`src/rtl/data_mem_pkg.sv`:
```
// Shared definitions for the data memory arbiter.
//   DEPTH_DEF / MAX_CONSEC_DEF : default memory depth (words) and starvation limit
//   arb_state_e                : arbiter FSM encoding
//   port_e                     : requester identifiers
//   addr_in_range()            : unsigned word-address bounds check
package data_mem_pkg;

    localparam int unsigned DEPTH_DEF      = 1024;
    localparam int unsigned MAX_CONSEC_DEF = 4;

    typedef enum logic {
        ST_A_PRI   = 1'b0,
        ST_B_FORCE = 1'b1
    } arb_state_e;

    typedef enum logic {
        PORT_A = 1'b0,
        PORT_B = 1'b1
    } port_e;

    // Full 32-bit unsigned compare, so wrapped/huge addresses never alias low words.
    function automatic logic addr_in_range(input logic [31:0] addr, input int unsigned depth);
        return addr < depth;
    endfunction

endpackage

```
`src/rtl/data_mem_starve_ctr.sv`:
```
// Saturating count of consecutive A grants won while B is waiting.
//   clock, reset : clock and synchronous active-high reset
//   inc_i        : A won while B was requesting
//   clr_i        : restart the count (takes precedence over inc_i)
//   hit_o        : the count reaches MAX_CONSEC at this edge (combinational look-ahead)
module data_mem_starve_ctr #(
    parameter  int unsigned MAX_CONSEC = 4,
    localparam int unsigned CW         = $clog2(MAX_CONSEC + 1)
) (
    input  logic clock,
    input  logic reset,
    input  logic inc_i,
    input  logic clr_i,
    output logic hit_o
);

    logic [CW-1:0] cnt_q;
    logic [CW-1:0] cnt_d;

    always_comb begin
        cnt_d = cnt_q;
        if (clr_i) begin
            cnt_d = '0;
        end else if (inc_i && (cnt_q != CW'(MAX_CONSEC))) begin
            cnt_d = cnt_q + 1'b1;
        end
    end

    // Look at the next value so the FSM can switch to B_FORCE on the same edge
    // that the limit is reached, rather than one A grant later.
    assign hit_o = (cnt_d == CW'(MAX_CONSEC));

    always_ff @(posedge clock) begin
        if (reset) begin
            cnt_q <= '0;
        end else begin
            cnt_q <= cnt_d;
        end
    end

endmodule

```
`src/rtl/data_mem_arbiter.sv`:
```
// Two-port arbiter in front of a single-port data memory.
//   clock, reset                 : clock, synchronous active-high reset
//   a_* (req/we/addr/wdata in)   : pipeline MEM-stage requester, default priority
//   a_gnt, a_rvalid, a_rdata,
//   a_err (out)                  : grant (comb), registered read response / range error
//   b_*                          : debug/DMA requester, same shape as port A
//   mem_read, mem_write,
//   mem_addr, mem_wdata (out)    : memory strobes and operands from the granted port
//   mem_rdata (in)               : combinational memory read data
module data_mem_arbiter
    import data_mem_pkg::*;
#(
    parameter int unsigned DEPTH      = DEPTH_DEF,
    parameter int unsigned MAX_CONSEC = MAX_CONSEC_DEF
) (
    input  logic        clock,
    input  logic        reset,
    input  logic        a_req,
    input  logic        a_we,
    input  logic [31:0] a_addr,
    input  logic [31:0] a_wdata,
    output logic        a_gnt,
    output logic        a_rvalid,
    output logic [31:0] a_rdata,
    output logic        a_err,
    input  logic        b_req,
    input  logic        b_we,
    input  logic [31:0] b_addr,
    input  logic [31:0] b_wdata,
    output logic        b_gnt,
    output logic        b_rvalid,
    output logic [31:0] b_rdata,
    output logic        b_err,
    output logic        mem_read,
    output logic        mem_write,
    output logic [31:0] mem_addr,
    output logic [31:0] mem_wdata,
    input  logic [31:0] mem_rdata
);

    arb_state_e state_q;
    arb_state_e state_d;
    logic       gnt_a;
    logic       gnt_b;
    logic       cnt_inc;
    logic       cnt_clr;
    logic       cnt_hit;

    logic        any_gnt;
    port_e       sel_port;
    logic        sel_we;
    logic [31:0] sel_addr;
    logic [31:0] sel_wdata;
    logic        sel_in_range;
    logic        rsp_vld;
    logic [31:0] rsp_data;

    logic        a_rvalid_q, a_rvalid_d;
    logic        a_err_q,    a_err_d;
    logic [31:0] a_rdata_q,  a_rdata_d;
    logic        b_rvalid_q, b_rvalid_d;
    logic        b_err_q,    b_err_d;
    logic [31:0] b_rdata_q,  b_rdata_d;

    data_mem_starve_ctr #(
        .MAX_CONSEC (MAX_CONSEC)
    ) u_starve_ctr (
        .clock (clock),
        .reset (reset),
        .inc_i (cnt_inc),
        .clr_i (cnt_clr),
        .hit_o (cnt_hit)
    );

    // ---- FSM: state register ----
    always_ff @(posedge clock) begin
        if (reset) begin
            state_q <= ST_A_PRI;
        end else begin
            state_q <= state_d;
        end
    end

    // ---- FSM: next state ----
    always_comb begin
        state_d = state_q;
        unique case (state_q)
            ST_A_PRI:   if (cnt_hit) state_d = ST_B_FORCE;
            // B_FORCE lasts one cycle whether B took the slot or had already gone away.
            ST_B_FORCE: state_d = ST_A_PRI;
            default:    state_d = ST_A_PRI;
        endcase
    end

    // ---- FSM: outputs (grants and counter control) ----
    always_comb begin
        gnt_a = 1'b0;
        gnt_b = 1'b0;
        if (!reset) begin
            unique case (state_q)
                ST_A_PRI: begin
                    if (a_req)      gnt_a = 1'b1;
                    else if (b_req) gnt_b = 1'b1;
                end
                ST_B_FORCE: begin
                    if (b_req)      gnt_b = 1'b1;
                    else if (a_req) gnt_a = 1'b1;
                end
                default: ;
            endcase
        end
        // Only an A win over a waiting B counts toward starvation; every other
        // outcome (B granted, B idle, forced slot) restarts the count.
        cnt_inc = (state_q == ST_A_PRI) && gnt_a && b_req;
        cnt_clr = !cnt_inc;
    end

    assign a_gnt = gnt_a;
    assign b_gnt = gnt_b;

    // Grant mux and range check
    always_comb begin
        any_gnt      = gnt_a | gnt_b;
        sel_port     = gnt_b ? PORT_B : PORT_A;
        sel_we       = (sel_port == PORT_B) ? b_we    : a_we;
        sel_addr     = (sel_port == PORT_B) ? b_addr  : a_addr;
        sel_wdata    = (sel_port == PORT_B) ? b_wdata : a_wdata;
        sel_in_range = addr_in_range(sel_addr, DEPTH);

        mem_read  = any_gnt & ~sel_we & sel_in_range;
        mem_write = any_gnt &  sel_we & sel_in_range;
        mem_addr  = any_gnt ? sel_addr  : '0;
        mem_wdata = any_gnt ? sel_wdata : '0;

        // A response is due for every read and for any out-of-range access
        // (the latter reports the error even for writes).
        rsp_vld  = any_gnt & (~sel_we | ~sel_in_range);
        rsp_data = mem_read ? mem_rdata : '0;

        a_rvalid_d = gnt_a & rsp_vld;
        a_err_d    = gnt_a & ~sel_in_range;
        a_rdata_d  = (gnt_a & rsp_vld) ? rsp_data : a_rdata_q;
        b_rvalid_d = gnt_b & rsp_vld;
        b_err_d    = gnt_b & ~sel_in_range;
        b_rdata_d  = (gnt_b & rsp_vld) ? rsp_data : b_rdata_q;
    end

    // ---- Response registers ----
    always_ff @(posedge clock) begin
        if (reset) begin
            a_rvalid_q <= 1'b0;
            a_err_q    <= 1'b0;
            a_rdata_q  <= '0;
            b_rvalid_q <= 1'b0;
            b_err_q    <= 1'b0;
            b_rdata_q  <= '0;
        end else begin
            a_rvalid_q <= a_rvalid_d;
            a_err_q    <= a_err_d;
            a_rdata_q  <= a_rdata_d;
            b_rvalid_q <= b_rvalid_d;
            b_err_q    <= b_err_d;
            b_rdata_q  <= b_rdata_d;
        end
    end

    // A response already registered when reset rises is squashed immediately.
    assign a_rvalid = a_rvalid_q & ~reset;
    assign a_err    = a_err_q    & ~reset;
    assign a_rdata  = a_rdata_q;
    assign b_rvalid = b_rvalid_q & ~reset;
    assign b_err    = b_err_q    & ~reset;
    assign b_rdata  = b_rdata_q;

endmodule

```
`config.mk`:
```
export PLATFORM = sky130hd
export DESIGN_NAME = data_mem_arbiter
export DESIGN_NICKNAME = d
export VERILOG_FILES = /design/src/rtl/data_mem_pkg.sv /design/src/rtl/data_mem_starve_ctr.sv /design/src/rtl/data_mem_arbiter.sv
export SDC_FILE = /design/constraint.sdc
export NUM_CORES = 1
export LEC_CHECK = 0
export ABC_AREA = 1
export BUFFER_PORTS_ARGS = -buffer_cell sky130_fd_sc_hd__buf_2
export CAP_MARGIN = 40
export CORE_AREA = 2 2 118 120
export CTS_BUF_LIST = sky130_fd_sc_hd__clkbuf_2 sky130_fd_sc_hd__clkbuf_4 sky130_fd_sc_hd__clkbuf_8
export DETAILED_ROUTE_END_ITERATION = 10
export DIE_AREA = 0 0 120 122
export GPL_TIMING_DRIVEN = 0
export PLACE_DENSITY = 0.79
export REMOVE_ABC_BUFFERS = 1
export SLEW_MARGIN = 20
export SYNTH_ARGS = -nofsm -noshare
export SYNTH_HDL_FRONTEND = slang
export SYNTH_SLANG_ARGS = --single-unit
```
`constraint.sdc`:
```
create_clock -name clock -period 2.1 [get_ports clock]
set_input_delay 0.42 -clock clock [delete_from_list [all_inputs] [get_ports clock]]
set_output_delay 0.42 -clock clock [all_outputs]
set_load 0.01 [all_outputs]
```
==> results.toml <==
[timing]
fin_crit_sh = 1.180
final_max_slew_viol_count = 0
setup_viol = 132
worstMarginPinSlew_ps = 416.0
finClkSkew_ps = 9.815
fin_tns_setup_ps = -31560
final-hold-violation-count = 0
maxSlewHeadroom = 0.7224
rsz0062_at_grt = "yes"
min_period_ps = 2479
fmax_mhz = 403.4
setup_ws_ps = -379.0

[critical_path]
critical-path-top-delay-family = "simple AND/OR/NAND/NOR gates"
crit_arrival_ps = 2060
max_stage_delay_ps = 220
critPathKind = "in2out"
cp_common_cell = "nand2_1"
crit_slowest_cell = "nor2_4"
required_ps = 1680
cp-end-kind = "output pin"
path_max_fanout = 8
cp-start-kind = "primary input"
crit_buf_inv = 5
cp_cell_sequence = "buf_4, inv_1, nor2_4, buf_12, buf_6, nand2_4, nand2_1, nand2_1, nor2_1, nand2_1, nor2_4, nand3_4, nor2_2, buf_2"

[grt]
grt_pass1_vias = 5433
antenna_found_initial = 2
grt_max_degree = 66
grt_pass1_wl_mm = 30.29
grt_usage = 0.2713
gr-total-overflow = 0

[clock_tree]
numCtsBuffers = 9
htree_levels = 3
clkTransAtPathRegs_ps = 80
cts.sinks = 72
cts_root_buf = "clkbuf_8"
clock_latency_ps = 360
clockBufferDepth = 2
hold_buffers = 0
tritoncts = "done"

[power_and_ir_drop]
finalPower_uw = 4086
seqPwrFrac = 0.359
clkPwrFrac = 0.310
powerDensity_mw_per_mm2 = 466.3
p_leak_uw = 0.004664
combPwrFrac = 0.331
p_int_uw = 2727
p_sw_uw = 1359
p_sw_frac = 0.3327
ir_drop_uv = 526.2

[cells_and_area]
drive_above_1_share = 0.4966
synthToLayoutAreaGrowth_pct = 96.96
layout.nets = 1331

[min_path]
hold_path.class = "in2reg"

[yosys]
synth.distinct_cells = 25
ys.flop_type = "dfxtp_1"
syn_area_per_cell_um2 = 5.590
yosysMostFrequentCell = "nand2_1"
yosys.area.top_type = "dfxtp_1"
synth_seq_cells = 72
async_reset_ff_frac = 0
ys_seq_area_frac = 0.3240
synthTopCellsByArea = "dfxtp_1 32%, nand2_1 23%, nor2_1 16%, inv_1 10%, a21oi_1 6.4%"
synth_edf_count = 0
syn_inst = 796
synth_top_cell_area_share = 0.3240
ys_warn_count = 0
syn_area_mm2 = 0.004449
yosys-top-cells-count = "276 x nand2_1, 190 x nor2_1, 124 x inv_1, 72 x dfxtp_1, 57 x a21oi_1"

[route]
wl_per_cell_um = 19.18
postRouteWirelength_mm = 25.89
ant_nets = 0
dr.pass1.iters = 7
post_drt_via_cell_ratio = 4.891
route.detailed.drc = 0
vias = 6603
first_iter_violations = 380

[place]
numPortBuffers = 301
dpl.hpwl_mm = 13.66
post-place-ws_ps = -2041
place_congestion = 0.8852

[floorplan]
die_y_um = 122
num_rows = 43
core_mm2 = 0.01350
die_w_um = 120
start_util = 0.3295
ios = 302
die_area_mm2 = 0.01464

[status]
violations = "negative setup slack"
run_status = "finished, violations left"

[run]
cap_viol_max_count = 0
==> final timing paths <==
kind                           startpoint                       end  slack, ps  depth (start not counted)
setup / recovery                    b_req                 mem_write       -380                         14
hold / removal              mem_rdata[25]  b_rdata[25]$_SDFFE_PP0P_        420                          5
setup reg to reg       state_q$_SDFF_PP0_   b_rdata[9]$_SDFFE_PP0P_       -320                         18
hold reg to reg   a_rdata[9]$_SDFFE_PP0P_   a_rdata[9]$_SDFFE_PP0P_        520                          4
==> sequential cells by signal, summed over array words and instances, names as in the netlist <==
name and count:
a_rdata 32, u_starve_ctr.cnt_q 3, state_q 1, a_rvalid_q 1
b_rdata 32, b_rvalid_q 1, a_err_q 1, b_err_q 1
==> power by group through the flow <==
stage / sequential [µW] / combinational, µW / clock [µW]
4_1_cts: 1470 / 1100 / 1270
6_report: 1470 / 1350 / 1270
2_1_floorplan: 1530 / 400 / 0
3_3_place_gp: 1490 / 860 / 0
5_1_grt: 1470 / 1440 / 1340
3_5_place_dp: 1500 / 877 / 0
==> metrics by stage <==
| stage | area [µm²] | instances | hold slack [ps] | util |
|---|---|---|---|---|
| after detailed placement | 6063 | 1237 | 494.7 | 0.4490 |
| after global routing | 8761 | 1349 | 422.7 | 0.6488 |
| after global placement | 5906 | 1232 | 493.5 | 0.4373 |
| final | 8763 | 1350 | 418.3 | 0.6489 |
| after CTS | 7216 | 1295 | 384.6 | 0.5343 |
| after floorplan | 4174 | 751 | 532.7 | - |
==> per-layer routing <==
metal | GRT usage | wire length [µm] | up-vias
met5 | 0 | 0 | -
met4 | 0.1353 | 1272 | 0
met3 | 0.07912 | 2303 | 94
met2 | 0.4418 | 12500 | 369
met1 | 0.3268 | 9819 | 3030
li1 | - | - | 3110
==> cell type report <==
class                      instances  area (µm²)
fill                            1091        4741
multi-input combinational        580        3571
timing repair buffer             373        2790
sequential                        72        1445
inverter                         125       486.7
tap                              180       225.2
clock buffer                      11       145.1
clock inverter                     5       80.08
timing repair inverter             2       15.01
antenna                            2       5.005
==> timing repair <==
| item | in CTS | in global routing |
|---|---|---|
| endpoints found under the setup margin | 136 | 133 |
| resized for setup | 119 | 228 |
| pin swaps | 15 | 80 |
| cloned | 15 | 27 |
| buffers inserted | 28 | 29 |
==> worst min-delay path, cell delays in order <==
cell    delay, ps
buf_2         100
inv_1          80
nor2_4         50
nor2_2         60
nor2_1         40
==> placed cells by master (no fill, tap or decap), types with 13 or more instances in the layout <==
cell | netlist | final
a21oi_2 | 0 | 37
a21oi_4 | 0 | 16
buf_12 | 0 | 18
buf_2 | 7 | 275
buf_4 | 4 | 28
buf_6 | 11 | 30
dfxtp_1 | 72 | 71
inv_1 | 124 | 121
nand2_1 | 276 | 229
nand2_2 | 2 | 39
nand2_4 | 0 | 13
nand2_8 | 0 | 20
nor2_1 | 190 | 142
nor2_4 | 3 | 45
==> cells by family after synthesis <==
group,count (synthesis),synth area share
AOI/OAI and AO/OA,62,0.07143
muxes,1,0.002250
DFF,72,0.3240
xor gates and xnor gates,1,0.001969
and+or+nand+nor,488,0.4274
buffers and inverters,170,0.1673
adders and majority gates,2,0.005623
No activity file was read; power rests on OpenSTA's default activity.
